[config.mk]
export PLATFORM = sky130hd
export DESIGN_NAME = rr_arbiter_timeout
export DESIGN_NICKNAME = d
export VERILOG_FILES = /design/src/rtl/rr_arbiter_timeout_pkg.sv /design/src/rtl/rr_arbiter_timeout_pick.sv /design/src/rtl/rr_arbiter_timeout.sv
export SDC_FILE = /design/constraint.sdc
export NUM_CORES = 1
export LEC_CHECK = 0
export CORE_MARGIN = 2
export CORE_UTILIZATION = 45
export CTS_CLUSTER_DIAMETER = 40
export DETAILED_ROUTE_END_ITERATION = 8
export HOLD_SLACK_MARGIN = 0.02
export PLACE_DENSITY = 0.71
export SLEW_MARGIN = 40
export SYNTH_ARGS = -nofsm -noshare
export SYNTH_HDL_FRONTEND = slang
export SYNTH_HIERARCHICAL = 1
export SYNTH_SLANG_ARGS = --single-unit
export TNS_END_PERCENT = 100
[constraint.sdc]
create_clock -name clk -period 10.4 [get_ports clk]
set_input_delay 1.56 -clock clk [delete_from_list [all_inputs] [get_ports clk]]
set_output_delay 1.56 -clock clk [all_outputs]
set_load 0.02 [all_outputs]
[src/rtl/rr_arbiter_timeout_pkg.sv]
// Shared definitions for the round-robin arbiter with hold timeout:
// FSM state encoding and default sizing.
package rr_arbiter_timeout_pkg;

    typedef enum logic {
        ST_IDLE  = 1'b0,
        ST_GRANT = 1'b1
    } state_t;

    localparam int DEF_N        = 4;
    localparam int DEF_HOLD_MAX = 8;

endpackage

[src/rtl/rr_arbiter_timeout_pick.sv]
// Circular priority pick: first set bit of req_m at or after start,
// wrapping past N-1 back to 0.
module rr_pick #(
    parameter int N    = 4,
    parameter int ID_W = $clog2(N)
) (
    input  logic [N-1:0]    req_m,
    input  logic [ID_W-1:0] start,
    output logic            found,
    output logic [ID_W-1:0] idx,
    output logic [N-1:0]    onehot
);

    int              j;
    logic [ID_W-1:0] jj;

    always_comb begin
        found  = 1'b0;
        idx    = '0;
        onehot = '0;
        j      = 0;
        jj     = '0;
        for (int k = 0; k < N; k++) begin
            j = int'(start) + k;
            if (j >= N) j = j - N;
            jj = ID_W'(j);
            if (!found && req_m[jj]) begin
                found      = 1'b1;
                idx        = jj;
                onehot[jj] = 1'b1;
            end
        end
    end

endmodule

[src/rtl/rr_arbiter_timeout.sv]
// N-way round-robin arbiter: the owner keeps the grant while requesting,
// but is rotated out after HOLD_MAX cycles if anyone else is waiting.
module rr_arbiter_timeout
    import rr_arbiter_timeout_pkg::*;
#(
    parameter int N        = DEF_N,
    parameter int HOLD_MAX = DEF_HOLD_MAX,
    parameter int ID_W     = $clog2(N)
) (
    input  logic            clk,
    input  logic            rst,
    input  logic [N-1:0]    req,
    output logic [N-1:0]    gnt,
    output logic [ID_W-1:0] gnt_id,
    output logic            busy,
    output logic            preempt,
    output state_t          dbg_state
);

    localparam int              CNT_W   = $clog2(HOLD_MAX + 1);
    localparam logic [ID_W-1:0] LAST    = ID_W'(N - 1);
    localparam logic [CNT_W-1:0] CNT_MAX = CNT_W'(HOLD_MAX);
    localparam logic [CNT_W-1:0] CNT_ONE = CNT_W'(1);

    state_t           state, state_n;
    logic [ID_W-1:0]  ptr, ptr_n, own_n, own_inc;
    logic [CNT_W-1:0] hold_cnt, hold_n;
    logic             pre_n;

    logic [N-1:0]     own_bit, pick_mask, pick_onehot;
    logic [ID_W-1:0]  pick_start, pick_idx;
    logic             pick_found;

    logic [N-1:0]     gnt_d;
    logic [ID_W-1:0]  gnt_id_d;
    logic             busy_d;

    // gnt_id doubles as the owner register while in ST_GRANT.
    assign own_bit = N'(1) << gnt_id;
    assign own_inc = (gnt_id == LAST) ? '0 : gnt_id + ID_W'(1);

    // One shared picker: idle scans from ptr, grant scans past the owner.
    assign pick_mask  = (state == ST_IDLE) ? req : (req & ~own_bit);
    assign pick_start = (state == ST_IDLE) ? ptr : own_inc;

    rr_pick #(.N(N), .ID_W(ID_W)) u_pick (
        .req_m  (pick_mask),
        .start  (pick_start),
        .found  (pick_found),
        .idx    (pick_idx),
        .onehot (pick_onehot)
    );

    always_ff @(posedge clk or negedge rst) begin
        if (!rst) begin
            state    <= ST_IDLE;
            ptr      <= '0;
            hold_cnt <= '0;
            gnt      <= '0;
            gnt_id   <= '0;
            busy     <= 1'b0;
            preempt  <= 1'b0;
        end else begin
            state    <= state_n;
            ptr      <= ptr_n;
            hold_cnt <= hold_n;
            gnt      <= gnt_d;
            gnt_id   <= gnt_id_d;
            busy     <= busy_d;
            preempt  <= pre_n;
        end
    end

    always_comb begin
        state_n = state;
        ptr_n   = ptr;
        hold_n  = hold_cnt;
        own_n   = gnt_id;
        pre_n   = 1'b0;
        case (state)
            ST_IDLE: begin
                if (pick_found) begin
                    state_n = ST_GRANT;
                    own_n   = pick_idx;
                    hold_n  = CNT_ONE;
                end
            end
            ST_GRANT: begin
                if (!req[gnt_id]) begin
                    ptr_n = own_inc;
                    if (pick_found) begin
                        own_n  = pick_idx;
                        hold_n = CNT_ONE;
                    end else begin
                        state_n = ST_IDLE;
                        own_n   = '0;
                        hold_n  = '0;
                    end
                end else if (hold_cnt < CNT_MAX) begin
                    hold_n = hold_cnt + CNT_ONE;
                end else begin
                    // Limit reached: hand over only if someone else waits.
                    hold_n = CNT_ONE;
                    if (pick_found) begin
                        own_n = pick_idx;
                        ptr_n = own_inc;
                        pre_n = 1'b1;
                    end
                end
            end
            default: begin
                state_n = ST_IDLE;
                own_n   = '0;
                hold_n  = '0;
            end
        endcase
    end

    always_comb begin
        gnt_d    = '0;
        gnt_id_d = '0;
        busy_d   = 1'b0;
        if (state_n == ST_GRANT) begin
            gnt_d    = N'(1) << own_n;
            gnt_id_d = own_n;
            busy_d   = 1'b1;
        end
    end

    assign dbg_state = state;

endmodule

==> flow_summary.toml <==
[worst_setup_path]
crit_type = "input pin to flop"
worstPathRequired_ps = 10610
data_arrival_at_the_endpoint_of_the_critical_path_ps = 4260
setup_slack_on_the_worst_flop_to_flop_path_ps = 6830
cp_slowest_stage_delay_ps = 690
path_buf_inv = 1
timing.critical_path.fanout_max = 10
critical_path.startpoint_type = "input pin"
crit_path_cell_trace = "clkdlybuf4s50_1, a21boi_0, mux4_1, nor3_1, nand2b_1, nor2b_1, a22o_1, nor3_2, a21boi_1"
crit_path_capture_type = "flop"
cp_top_family = "simple AND/OR/NAND/NOR gates"
cpMaxStageDelayCell = "sky130_fd_sc_hd__mux4_1"

[placement]
place_area_um2 = 1226
dp_hpwl_um = 1645
dp_slack_ps = 6083
routabilityCongestion = 0.7926
placed_cells = 143
place.port_buffers = 14

[clock_network]
htree_num_levels = 1
post-cts-setup-buffers = 0
worst_setup_hold_path_clk_slew_ps = 90
cts_num_sinks = 14
hold_buffers = 0
post_cts_resized = 0
clkLatencyLatePin_ps = 280
cts-root-to-sink-buffers = 2
cts-root-buf = "sky130_fd_sc_hd__clkbuf_4"
tritoncts = "done"
cts_inserted_buffers = 3

[layout]
post_route_design_area_um2 = 1262
layout-drive-gt1-share_pct = 12.61
fillers = 220
antenna_cells_inserted = 0
fin_nets = 132
final_cells = 147
area_added_between_synthesis_and_finish_pct = 16.38

[global_routing]
grt_first_pass_wirelength_um = 3553
grt_start_max_net_pins = 19
antenna_found_initial = 0
number_of_global_route_vias_before_repair = 766
grt_overflow = 0
grt_use_total_pct = 17.59

[detailed_routing]
drt_iter0_drc = 17
ant_nets = 0
total_number_of_vias = 866
totalWireLength_um = 2103
drc_errors = 0
drtPass1Iterations = 4
wl_per_cell_um = 14.31
number_of_vias_per_cell = 5.891

[timing]
finalCritPeriodShare_pct = 38.86
slew_headroom_pct = 60.48
fin_tns_setup_ps = 0
finalCriticalPeriod_ps = 4042
finalHoldViolations = 0
timing.clock.skew_ps = 9.248
rsz0062_at_grt = "no"
achievable-frequency_mhz = 247.4
final_setup_fails = 0
tightestPinTransition_ps = 590.9
final-max-slew-violation-count = 0
worst_slack_setup_final_ps = 6358

[floorplan]
die_w_um = 53.10
core_region_area_um2 = 2255
effective_utilization_at_floorplan_pct = 48.11
dieArea_um2 = 2820
die_h_um = 53.10
boundaryPins = 15
row_count = 17

[logic_synthesis]
number_of_nets_produced_by_synthesis = 118
postSynthAreaPerCell_um2 = 10.23
yosysWarnings = 6
syn_area_um2 = 1085
syn_inst = 106

[worst_hold_path]
hp-class = "flop to flop"

[flow_run]
drv.max_cap_violation_count = 0

[outcome]
outcome = "finished clean"
-- worst paths after layout --
path                                   to       from  cells past startpoint
worst max-delay path            gnt_id[1]     req[0]                      9
worst min-delay path               ptr[0]     ptr[0]                      1
worst max register to register  gnt_id[1]  gnt_id[1]                     12
worst min register to register     ptr[0]     ptr[0]                      1
max in group asynchronous          gnt[0]        rst                      1
min in group asynchronous       gnt_id[1]        rst                      1
-- area by class of cell --
class                           count  area [um^2]  share of cell area, %
Clock buffer                        4        36.28                  2.874
Inverter                            9        33.78                  2.676
Multi-Input combinational cell     77        659.4                  52.23
Sequential cell                    14        350.3                  27.75
Tap cell                           28        35.03                  2.775
Timing Repair Buffer               15        147.6                  11.69
-- worst register-to-register path, stage by stage, from the launching register on --
cell and delay (ps):
sky130_fd_sc_hd__dfrtp_1 540, sky130_fd_sc_hd__inv_1 160, sky130_fd_sc_hd__ha_1 320, sky130_fd_sc_hd__mux2_2 330
sky130_fd_sc_hd__inv_1 110, sky130_fd_sc_hd__ha_1 280, sky130_fd_sc_hd__mux4_2 380, sky130_fd_sc_hd__nor3_1 260
sky130_fd_sc_hd__nand2b_1 250, sky130_fd_sc_hd__nor2b_1 210, sky130_fd_sc_hd__a22o_1 200, sky130_fd_sc_hd__nor3_2 270
sky130_fd_sc_hd__a21boi_1 190
-- through the flow --
stage	hold WS [ps]	util, %
after floorplan	449.6	-
after global routing	523.5	55.99
after CTS	490.7	55.99
after global placement	466.7	54.38
after detailed placement	470.0	54.38
final	488.0	55.99
-- flip-flops by register name, indices dropped and copies added (netlist names) --
signal    cells
preempt       1
busy          1
gnt_id        2
gnt           4
hold_cnt      4
ptr           2
-- routing by layer --
| metal | up-vias | routed length, um | track usage [%] |
|---|---|---|---|
| li1 | 416 | - | - |
| met1 | 413 | 962 | 23.71 |
| met2 | 33 | 982 | 27.29 |
| met3 | 4 | 130 | 5.367 |
| met4 | 0 | 28 | 4.701 |
| met5 | - | 0 | 0 |
-- layout by cell type (no fill, tap or decap), types with 2 or more instances in the layout --
cell	count
sky130_fd_sc_hd__a21boi_0	4
sky130_fd_sc_hd__a21oi_1	3
sky130_fd_sc_hd__a22o_1	3
sky130_fd_sc_hd__clkbuf_4	3
sky130_fd_sc_hd__clkdlybuf4s50_1	14
sky130_fd_sc_hd__dfrtp_1	14
sky130_fd_sc_hd__ha_1	6
sky130_fd_sc_hd__inv_1	9
sky130_fd_sc_hd__mux2_2	4
sky130_fd_sc_hd__mux2i_1	3
sky130_fd_sc_hd__mux4_1	2
sky130_fd_sc_hd__mux4_2	3
sky130_fd_sc_hd__nand2_1	6
sky130_fd_sc_hd__nand2b_1	4
sky130_fd_sc_hd__nor2_1	7
sky130_fd_sc_hd__nor2b_1	4
sky130_fd_sc_hd__nor3_1	3
sky130_fd_sc_hd__o21ai_0	3
sky130_fd_sc_hd__o31ai_1	2
Power is not shown: default switching activity piles up to over one toggle a cycle in this logic, so the estimate is an artifact.
